--- src/rtl/sram_pixel_decoder_pkg.sv ---
// Shared types and constants for the SRAM pixel read path: object ids,
// palette selection, SRAM word geometry and the colour tables.
package sram_pixel_decoder_pkg;

    localparam int MAP_H_WIDTH       = 8;
    localparam int MAP_V_WIDTH       = 8;
    localparam int PIXEL_INDEX_WIDTH = MAP_H_WIDTH + MAP_V_WIDTH;

    localparam int SRAM_DATA_WIDTH   = 16;
    localparam int PIXEL_BITS        = 4;
    localparam int PIXELS_PER_WORD   = 4;
    localparam int RGB_WIDTH         = 24;

    // Codes 14 and 15 are left undefined on purpose.
    typedef enum logic [3:0] {
        OBJECT_MAP            = 4'd0,
        OBJECT_IDLE_BG        = 4'd1,
        OBJECT_START_BG       = 4'd2,
        OBJECT_PLAYER1        = 4'd3,
        OBJECT_PLAYER1_SHIELD = 4'd4,
        OBJECT_PLAYER1_SQUAT  = 4'd5,
        OBJECT_PLAYER2        = 4'd6,
        OBJECT_PLAYER2_SHIELD = 4'd7,
        OBJECT_PLAYER2_SQUAT  = 4'd8,
        OBJECT_BULLET1        = 4'd9,
        OBJECT_BULLET2        = 4'd10,
        OBJECT_WIN_CAPTION    = 4'd11,
        OBJECT_LOSE_CAPTION   = 4'd12,
        OBJECT_START_CAPTION  = 4'd13
    } ObjectID;

    typedef enum logic [1:0] {PAL_BG, PAL_P1, PAL_P2, PAL_CAPTION} PaletteSel;

    // Opaque objects never go transparent; unknown ids are forced transparent.
    typedef enum logic [1:0] {OBJ_OPAQUE, OBJ_SPRITE, OBJ_UNKNOWN} ObjClass;

    function automatic PaletteSel palette_sel(input ObjectID id);
        case (id)
            OBJECT_PLAYER1, OBJECT_PLAYER1_SHIELD, OBJECT_PLAYER1_SQUAT,
            OBJECT_BULLET1:                                  return PAL_P1;
            OBJECT_PLAYER2, OBJECT_PLAYER2_SHIELD, OBJECT_PLAYER2_SQUAT,
            OBJECT_BULLET2:                                  return PAL_P2;
            OBJECT_WIN_CAPTION, OBJECT_LOSE_CAPTION,
            OBJECT_START_CAPTION:                            return PAL_CAPTION;
            default:                                         return PAL_BG;
        endcase
    endfunction

    function automatic ObjClass object_class(input ObjectID id);
        case (id)
            OBJECT_MAP, OBJECT_IDLE_BG, OBJECT_START_BG:     return OBJ_OPAQUE;
            OBJECT_PLAYER1, OBJECT_PLAYER1_SHIELD, OBJECT_PLAYER1_SQUAT,
            OBJECT_PLAYER2, OBJECT_PLAYER2_SHIELD, OBJECT_PLAYER2_SQUAT,
            OBJECT_BULLET1, OBJECT_BULLET2,
            OBJECT_WIN_CAPTION, OBJECT_LOSE_CAPTION,
            OBJECT_START_CAPTION:                            return OBJ_SPRITE;
            default:                                         return OBJ_UNKNOWN;
        endcase
    endfunction

    // Indexed [PaletteSel][nibble]; row order follows the PaletteSel encoding.
    localparam logic [RGB_WIDTH-1:0] PALETTE [4][16] = '{
        '{24'h000000, 24'h111111, 24'h222222, 24'h333333, 24'h444444, 24'h555555, 24'h666666, 24'h777777,
          24'h888888, 24'h999999, 24'hAAAAAA, 24'hBBBBBB, 24'hCCCCCC, 24'hDDDDDD, 24'hEEEEEE, 24'hFFFFFF},
        '{24'h100000, 24'h200404, 24'h300808, 24'h400C0C, 24'h501010, 24'h601414, 24'h701818, 24'h801C1C,
          24'h902020, 24'hA02424, 24'hB02828, 24'hC02C2C, 24'hD03030, 24'hE03434, 24'hF03838, 24'hFF4040},
        '{24'h000010, 24'h040420, 24'h080830, 24'h0C0C40, 24'h101050, 24'h141460, 24'h181870, 24'h1C1C80,
          24'h202090, 24'h2424A0, 24'h2828B0, 24'h2C2CC0, 24'h3030D0, 24'h3434E0, 24'h3838F0, 24'h4040FF},
        '{24'h101000, 24'h202000, 24'h303000, 24'h404000, 24'h505000, 24'h606000, 24'h707000, 24'h808000,
          24'h909000, 24'hA0A000, 24'hB0B000, 24'hC0C000, 24'hD0D000, 24'hE0E000, 24'hF0F000, 24'hFFFF80}
    };

endpackage

--- src/rtl/sram_pixel_decoder_palette_lut.sv ---
// Combinational palette lookup: (palette, nibble) -> 24-bit RGB.
module pixel_palette_lut
    import sram_pixel_decoder_pkg::*;
(
    input  PaletteSel                pal_sel_i,
    input  logic [PIXEL_BITS-1:0]    idx_i,
    output logic [RGB_WIDTH-1:0]     rgb_o
);

    assign rgb_o = PALETTE[pal_sel_i][idx_i];

endmodule

--- src/rtl/sram_pixel_decoder.sv ---
// Aligns in-flight request tags with the returning SRAM word, extracts the
// addressed nibble, applies transparency and palette, and registers the pixel.
module sram_pixel_decoder
    import sram_pixel_decoder_pkg::*;
#(
    parameter int              DQ_DELAY         = 1,
    parameter bit              NIBBLE_MSB_FIRST = 1'b0,
    parameter logic [3:0]      TRANSPARENT_IDX  = 4'h0
) (
    input  logic                         i_clk,
    input  logic                         i_rst,
    input  logic                         i_req_valid,
    input  ObjectID                      i_object_id,
    input  logic [PIXEL_INDEX_WIDTH-1:0] i_pixel_index,
    input  logic                         i_flush,
    input  logic [SRAM_DATA_WIDTH-1:0]   i_sram_dq,
    output logic                         o_pixel_valid,
    output ObjectID                      o_object_id,
    output logic [PIXEL_BITS-1:0]        o_palette_idx,
    output logic                         o_transparent,
    output logic [RGB_WIDTH-1:0]         o_rgb
);

    // Only the word-lane select bits of the pixel index matter on the read side.
    logic unused_pix_hi;
    assign unused_pix_hi = ^i_pixel_index[PIXEL_INDEX_WIDTH-1:2];

    logic [DQ_DELAY-1:0]       vld_pipe_q;
    ObjectID                   id_pipe_q  [DQ_DELAY];
    logic [DQ_DELAY-1:0][1:0]  sel_pipe_q;

    // Valid shift register: flush and reset kill everything in flight, including the incoming request.
    always_ff @(posedge i_clk) begin
        if (i_rst || i_flush) begin
            vld_pipe_q <= '0;
        end else begin
            vld_pipe_q[0] <= i_req_valid;
            for (int i = 1; i < DQ_DELAY; i++) vld_pipe_q[i] <= vld_pipe_q[i-1];
        end
    end

    // Tag shift register (data only, qualified by vld_pipe_q).
    always_ff @(posedge i_clk) begin
        id_pipe_q[0]  <= i_object_id;
        sel_pipe_q[0] <= i_pixel_index[1:0];
        for (int i = 1; i < DQ_DELAY; i++) begin
            id_pipe_q[i]  <= id_pipe_q[i-1];
            sel_pipe_q[i] <= sel_pipe_q[i-1];
        end
    end

    logic                    head_vld;
    ObjectID                 head_id;
    logic [1:0]              head_sel;
    logic [PIXEL_BITS-1:0]   nibble;
    ObjClass                 head_class;
    logic [RGB_WIDTH-1:0]    lut_rgb;
    logic                    transp_d;
    logic [RGB_WIDTH-1:0]    rgb_d;

    assign head_vld   = vld_pipe_q[DQ_DELAY-1];
    assign head_id    = id_pipe_q[DQ_DELAY-1];
    assign head_sel   = sel_pipe_q[DQ_DELAY-1];
    assign head_class = object_class(head_id);

    // Nibble mux over the word that is on the bus this cycle.
    always_comb begin
        nibble = '0;
        for (int k = 0; k < PIXELS_PER_WORD; k++) begin
            if (head_sel == 2'(k))
                nibble = NIBBLE_MSB_FIRST
                       ? i_sram_dq[SRAM_DATA_WIDTH-PIXEL_BITS*(k+1) +: PIXEL_BITS]
                       : i_sram_dq[PIXEL_BITS*k +: PIXEL_BITS];
        end
    end

    pixel_palette_lut u_lut (
        .pal_sel_i (palette_sel(head_id)),
        .idx_i     (nibble),
        .rgb_o     (lut_rgb)
    );

    // Unknown ids are always transparent; sprites only on the transparent index.
    always_comb begin
        transp_d = (head_class == OBJ_UNKNOWN) ||
                   ((head_class == OBJ_SPRITE) && (nibble == TRANSPARENT_IDX));
        rgb_d    = transp_d ? '0 : lut_rgb;
    end

    logic                    pix_vld_q;
    ObjectID                 pix_id_q;
    logic [PIXEL_BITS-1:0]   pix_idx_q;
    logic                    pix_transp_q;
    logic [RGB_WIDTH-1:0]    pix_rgb_q;

    // Output register: id/idx hold while idle, colour and transparency drop to zero.
    always_ff @(posedge i_clk) begin
        if (i_rst) begin
            pix_vld_q    <= 1'b0;
            pix_id_q     <= OBJECT_MAP;
            pix_idx_q    <= '0;
            pix_transp_q <= 1'b0;
            pix_rgb_q    <= '0;
        end else if (head_vld && !i_flush) begin
            pix_vld_q    <= 1'b1;
            pix_id_q     <= head_id;
            pix_idx_q    <= nibble;
            pix_transp_q <= transp_d;
            pix_rgb_q    <= rgb_d;
        end else begin
            pix_vld_q    <= 1'b0;
            pix_transp_q <= 1'b0;
            pix_rgb_q    <= '0;
        end
    end

    assign o_pixel_valid = pix_vld_q;
    assign o_object_id   = pix_id_q;
    assign o_palette_idx = pix_idx_q;
    assign o_transparent = pix_transp_q;
    assign o_rgb         = pix_rgb_q;

endmodule

--- config.mk ---
export PLATFORM = sky130hd
export DESIGN_NAME = sram_pixel_decoder
export DESIGN_NICKNAME = d
export VERILOG_FILES = /design/src/rtl/sram_pixel_decoder_pkg.sv /design/src/rtl/sram_pixel_decoder_palette_lut.sv /design/src/rtl/sram_pixel_decoder.sv
export SDC_FILE = /design/constraint.sdc
export NUM_CORES = 1
export LEC_CHECK = 0
export BUFFER_PORTS_ARGS = -buffer_cell sky130_fd_sc_hd__buf_2
export CAP_MARGIN = 20
export CORE_MARGIN = 2
export CORE_UTILIZATION = 48
export DETAILED_ROUTE_END_ITERATION = 7
export PLACE_DENSITY = 0.77
export SETUP_SLACK_MARGIN = 0.1
export SYNTH_ARGS = -nofsm -noshare
export SYNTH_HDL_FRONTEND = slang
export SYNTH_SLANG_ARGS = --single-unit
--- constraint.sdc ---
create_clock -name i_clk -period 2.9 [get_ports i_clk]
set_input_delay 0.725 -clock i_clk [delete_from_list [all_inputs] [get_ports i_clk]]
set_output_delay 0.725 -clock i_clk [all_outputs]
set_load 0.05 [all_outputs]
# Yosys cells after proc, flatten, opt, wreduce, memory -nomap -nowiden
# Memories as Yosys holds them, arrays and structs flattened.
# Index checks and enable logic that the tools add are counted.
[op_classes]
n_mux = 11
n_reduce_logical = 9
order_cmp = 2
n_bitwise = 3
n_eq_ne = 5
[ops]
columns = ["op", "count"]
rows = [
  ["$bmux 384 s2", 1],
  ["$mux 384", 2],
  ["$bmux 24 s4", 1],
  ["$mux 24", 2],
  ["$mux 4", 4],
  ["$eq 2x2->1 const B", 3],
  ["$ge 5x5->1 const B", 1],
  ["$not 4->5", 1],
  ["$eq 2x1->1 const B", 2],
  ["$logic_not 4->1", 1],
  ["$ge 3x3->1 const B", 1],
  ["$not 2->3", 1],
  ["$reduce_or 3->1", 1],
  ["$logic_and 1x1->1", 2],
  ["$logic_not 2->1", 1],
  ["$logic_or 1x1->1", 2],
  ["$reduce_or 2->1", 1],
  ["$logic_not 1->1", 1],
  ["$mux 1", 1],
  ["$not 1->1", 1],
]
[word_totals]
output_inout_bits = 34
n_memories = 3
regBits = 37
mem_bits_rw = 4
romBits = 64
[mem_list]
columns = ["memory", "words", "word_bits", "read_ports", "rd_clocked_by_memory_dff", "wr", "line", "rtl"]
rows = [
  ["(no name shown)", 16, 2, 1, 0, 0, "sram_pixel_decoder_pkg.sv:38", "case (id)"],
  ["(no name shown)", 16, 2, 1, 0, 0, "sram_pixel_decoder_pkg.sv:50", "case (id)"],
  ["id_pipe_q", 1, 4, 1, 0, 1, "sram_pixel_decoder.sv:29", "ObjectID id_pipe_q [DQ_DELAY];"],
]

# Depth between registers and ports, before layout
[logic_depth]
depth_word = 9
mapped_depth = 11

# By module
# From an unflattened synthesis, not the netlist that was laid out.
[unflattened]
hier_cells = 291
area_unflattened_um2 = 2436.1
[modules_own_cells]
columns = ["mod", "instances", "area_each_um2", "cells_each"]
rows = [
  ["sram_pixel_decoder", 1, 1433.9, 147],
  ["pixel_palette_lut", 1, 1002.2, 144],
]

# Worst setup path before layout
# No wires, ideal clock.
[synth_timing]
kind = "register -> register"
start = "mem id_pipe_q[0][2] (netlist bit)"
end = "reg pix_rgb_q[13], in the netlist o_rgb[13]"
setup_slack_ps = 636
arrival_ps = 2179
t_required_ps = 2814
setup_ps = 86
stages_incl_launch_ff = 10
path_cell_list = "dfxtp_1 -> nand2b_1 -> a21oi_1 -> nor3_1 -> ha_1 -> clkbuf_1 -> mux2i_1 -> o21ai_0 -> o21a_1 -> a211oi_1"
[synth_between]
elab_chain_cells = 9
[synth_lines]
columns = ["item", "line", "rtl"]
rows = [
  ["start: declaration", "sram_pixel_decoder.sv:29", ""],
  ["$mem_v2 1x4 *", "--", ""],
  ["$mem_v2 16x2", "--", ""],
  ["$not 2->3 (implied by the code)", "sram_pixel_decoder_palette_lut.sv:10", "assign rgb_o = PALETTE[pal_sel_i][idx_i];"],
  ["$bmux 384 s2", "sram_pixel_decoder_palette_lut.sv:10", ""],
  ["$mux 384 (implied by the code) (2 in series)", "sram_pixel_decoder_palette_lut.sv:10", ""],
  ["$bmux 24 s4", "sram_pixel_decoder_palette_lut.sv:10", ""],
  ["$mux 24 (implied by the code) (2 in series)", "sram_pixel_decoder_palette_lut.sv:10", ""],
  ["end signal: assignment", "sram_pixel_decoder.sv:109", "pix_rgb_q <= rgb_d;"],
  ["end: declaration", "sram_pixel_decoder.sv:94", "logic [RGB_WIDTH-1:0] pix_rgb_q;"],
]
# Every way passes the cells marked *; elsewhere a longest branch is shown, timed or not. The select of a mux whose other input is x is not followed.
# A chain may end at the register's enable or synchronous reset.

# Worst setup path after layout
[layout_timing]
start = "mem id_pipe_q[0][1] (netlist bit)"
end = "reg pix_rgb_q[20], in the netlist o_rgb[20]"
# The elaborated chain is that of the path after synthesis.

==> impl_metrics.xml <==
<?xml version="1.0" encoding="UTF-8"?>
<metrics>
  <group name="status">
    <metric name="outcome" unit="">completed</metric>
  </group>
  <group name="global_route">
    <metric name="global_route_wire_length_before_repair" unit="mm">8.10</metric>
    <metric name="globalRoute.totalOverflow" unit="">0</metric>
    <metric name="first_global_vias" unit="">1836</metric>
    <metric name="antenna_found_initial" unit="">0</metric>
    <metric name="global_route.usage.total" unit="">0.202</metric>
    <metric name="grt_start_max_net_pins" unit="">22</metric>
  </group>
  <group name="routing">
    <metric name="finalWirelength" unit="mm">4.84</metric>
    <metric name="drt-pass1-iter-count" unit="">4</metric>
    <metric name="final_antenna_net_count" unit="">0</metric>
    <metric name="iter_0_drt_violations" unit="">140</metric>
    <metric name="routed_wire_length_per_instance" unit="µm">14.1</metric>
    <metric name="detailroute.via_count" unit="">1918</metric>
    <metric name="detail_route.vias_per_cell" unit="">5.58</metric>
    <metric name="remaining_design_rule_violation_count" unit="">0</metric>
  </group>
  <group name="cells_and_area">
    <metric name="finalNetCount" unit="">337</metric>
    <metric name="antennaDiodeCount" unit="">0</metric>
    <metric name="fillers" unit="">398</metric>
    <metric name="stdcell_area" unit="µm²">2520</metric>
    <metric name="share_of_cells_above_drive_strength_1" unit="">0.318</metric>
    <metric name="signed_area_change_from_the_synthesized_netlist_to_the_final_layout" unit="%">19.3</metric>
  </group>
  <group name="critical_path">
    <metric name="slowest_delay" unit="ps">470</metric>
    <metric name="worst_setup_path_start_kind" unit="">register</metric>
    <metric name="crit_slowest_cell" unit="">ha_1</metric>
    <metric name="worstPathCellList" unit="">o21a_1 -&gt; o21a_1 -&gt; inv_1 -&gt; ha_1 -&gt; inv_1 -&gt; and2_4 -&gt; o21ai_1 -&gt; o221ai_1 -&gt; a21oi_1</metric>
    <metric name="worst-endpoint-required" unit="ps">3130</metric>
    <metric name="worst_setup_path_end_kind" unit="">register</metric>
    <metric name="crit_arrival" unit="ps">2630</metric>
    <metric name="path_type_of_the_worst_setup_path" unit="">reg2reg</metric>
    <metric name="timing.critical_path.fanout_max" unit="">14</metric>
  </group>
  <group name="clock_tree">
    <metric name="tritoncts" unit="">yes</metric>
    <metric name="clock_path_buffers" unit="">2</metric>
    <metric name="clk_root_buffer_cell" unit="">clkbuf_8</metric>
    <metric name="post_cts.resized_instances" unit="">0</metric>
    <metric name="cts_setup_buffers" unit="">0</metric>
    <metric name="worstSkewPairLatency" unit="ps">300</metric>
    <metric name="hold_buffers" unit="">0</metric>
    <metric name="clkTransAtPathRegs" unit="ps">80</metric>
    <metric name="cts_made_buffers" unit="">5</metric>
    <metric name="cts.sink_count" unit="">41</metric>
    <metric name="htreeDepth" unit="">2</metric>
  </group>
  <group name="timing">
    <metric name="final.setup.tns" unit="ps">0</metric>
    <metric name="slew-limit-headroom" unit="">0.677</metric>
    <metric name="slew_violations" unit="">0</metric>
    <metric name="setup_violations" unit="">0</metric>
    <metric name="final.min_clock_period" unit="ps">2390</metric>
    <metric name="skew" unit="ps">4.85</metric>
    <metric name="setup_repair_after_global_routing_missed_its_margin" unit="">no</metric>
    <metric name="final-hold-violation-count" unit="">0</metric>
    <metric name="worst_slew_pin_slew" unit="ps">483</metric>
    <metric name="timing.fmax" unit="MHz">418</metric>
    <metric name="crit_share_post_route" unit="">0.825</metric>
  </group>
  <group name="power">
    <metric name="power.density_cell_area" unit="nW/µm²">567</metric>
    <metric name="vdd_drop_max" unit="mV">0.223</metric>
    <metric name="static-leakage-power" unit="µW">0.00111</metric>
  </group>
  <group name="placed_design">
    <metric name="detailed_place.area" unit="µm²">2390</metric>
    <metric name="dp_hpwl" unit="mm">3.35</metric>
    <metric name="gp_congestion" unit="">0.924</metric>
    <metric name="port_buffers" unit="">59</metric>
  </group>
  <group name="synthesis">
    <metric name="syn_area" unit="µm²">2120</metric>
    <metric name="synthMostInstantiatedCell" unit="">dfxtp_1</metric>
    <metric name="yosys_warnings" unit="">0</metric>
    <metric name="netlist_top_cells_area" unit="">dfxtp_1 (39%), a21oi_1 (6.2%), nand2_1 (5.7%), mux4_2 (4.3%), ha_1 (3.5%)</metric>
    <metric name="synth.lib_cells_used.distinct" unit="">50</metric>
    <metric name="synth_commonest_cells" unit="">dfxtp_1 (41), nand2_1 (32), a21oi_1 (26)</metric>
    <metric name="synth_nets" unit="">285</metric>
    <metric name="synth_sequential_area_ratio" unit="">0.388</metric>
    <metric name="synthArstFlopShare" unit="">0</metric>
    <metric name="netlist.top_cell.by_area" unit="">dfxtp_1</metric>
    <metric name="ys_ff_latch" unit="">41</metric>
    <metric name="synth.top_cell.area_share" unit="">0.388</metric>
    <metric name="synth.avg_cell_area" unit="µm²">8.85</metric>
    <metric name="synth_edf_count" unit="">0</metric>
    <metric name="synth_top_flop_cell" unit="">dfxtp_1</metric>
    <metric name="netlist_instances" unit="">239</metric>
  </group>
  <group name="die">
    <metric name="core_area" unit="µm²">4290</metric>
    <metric name="die_area" unit="µm²">4950</metric>
    <metric name="rows" unit="">24</metric>
    <metric name="design.portCount" unit="">74</metric>
    <metric name="die_h" unit="µm">70.4</metric>
    <metric name="initial_standard_cell_utilization_of_the_core" unit="">0.493</metric>
    <metric name="die-width" unit="µm">70.4</metric>
  </group>
  <group name="hold_path">
    <metric name="worstHoldPathType" unit="">reg2reg</metric>
  </group>
  <group name="run">
    <metric name="maxCapViolCount" unit="">0</metric>
  </group>
</metrics>
## cells by family after synthesis
family / after synthesis / share of synthesized area
AO/OA/AOI/OAI: 75 / 0.240
adder cells (fa/ha/maj): 6 / 0.0355
buffers and inverters: 26 / 0.0721
flip-flops: 41 / 0.388
multiplexers: 14 / 0.0917
AND/OR/NAND/NOR: 77 / 0.173
## cell type report
cell class | count | area [µm²] | area share
inverters | 6 | 22.5 | 0.00892
multi-input cells | 172 | 1140 | 0.452
clock buffers | 5 | 68.8 | 0.0273
clock inverters | 3 | 65.1 | 0.0258
flip-flops and latches | 41 | 821 | 0.325
repair buffers | 65 | 340 | 0.135
well taps | 52 | 65.1 | 0.0258
## per-layer routing
layer / vias up / track usage / part of all wire
met5: - / 0 / 0
met4: 0 / 0.0620 / 0.014
met3: 6 / 0.0447 / 0.069
met2: 75 / 0.340 / 0.47
met1: 875 / 0.258 / 0.45
li1: 962 / - / -
## per-stage QoR
stage / hold slack, ps / utilization / setup WS, ps / cells / power, µW
after global placement: 440 / 0.557 / 445 / 336 / 891
after global routing: 472 / 0.588 / 367 / 344 / 1490
final: 454 / 0.588 / 507 / 344 / 1430
after CTS: 454 / 0.588 / 545 / 344 / 1430
after floorplan: 459 / - / 636 / 239 / 841
after detailed placement: 443 / 0.557 / 406 / 336 / 897
## worst paths after layout
path | from | end | slack, ps | cells after the start
setup / recovery | id_pipe_q[0][1] | o_rgb[20] | 510 | 9
hold / removal | o_object_id[1] | o_object_id[1] | 450 | 2
hold reg to reg | o_object_id[1] | o_object_id[1] | 450 | 2
setup reg to reg | id_pipe_q[0][1] | o_rgb[20] | 510 | 9
## critical path: cells and delay by family, from the launching register on
| family | cells | cell delay, ps |
|---|---|---|
| buffers and inverters | 2 | 490 |
| DFF | 1 | 370 |
| AOI/OAI and AO/OA | 5 | 840 |
| and+or+nand+nor | 1 | 160 |
| adders and majority gates | 1 | 470 |
## flip-flops by register name, summed over array words and instances, names as in the netlist
register / count
head_vld: 1
head_sel: 2
o_pixel_valid: 1
o_object_id: 4
o_rgb: 24
o_transparent: 1
id_pipe_q: 4
o_palette_idx: 4
## layout by cell type, fill, tap and decap left out, drive strengths merged, types with 4 or more instances in the layout
cell type   n
inv         5
nand3b      4
a31oi       7
nor2       15
nand3       6
ha          6
mux4        4
a211oi      4
a211o       4
o21ai      12
a21oi      27
clkbuf      5
nor3        5
mux2i       7
nand2      35
buf        65
dfxtp      41
## where the power goes
group / internal (µW) / switching [µW] / total (µW)
Sequential: 574 / 9.40 / 583
Clock: 342 / 200 / 541
Combinational: 115 / 193 / 307
No activity file was read; power rests on OpenSTA's default activity.
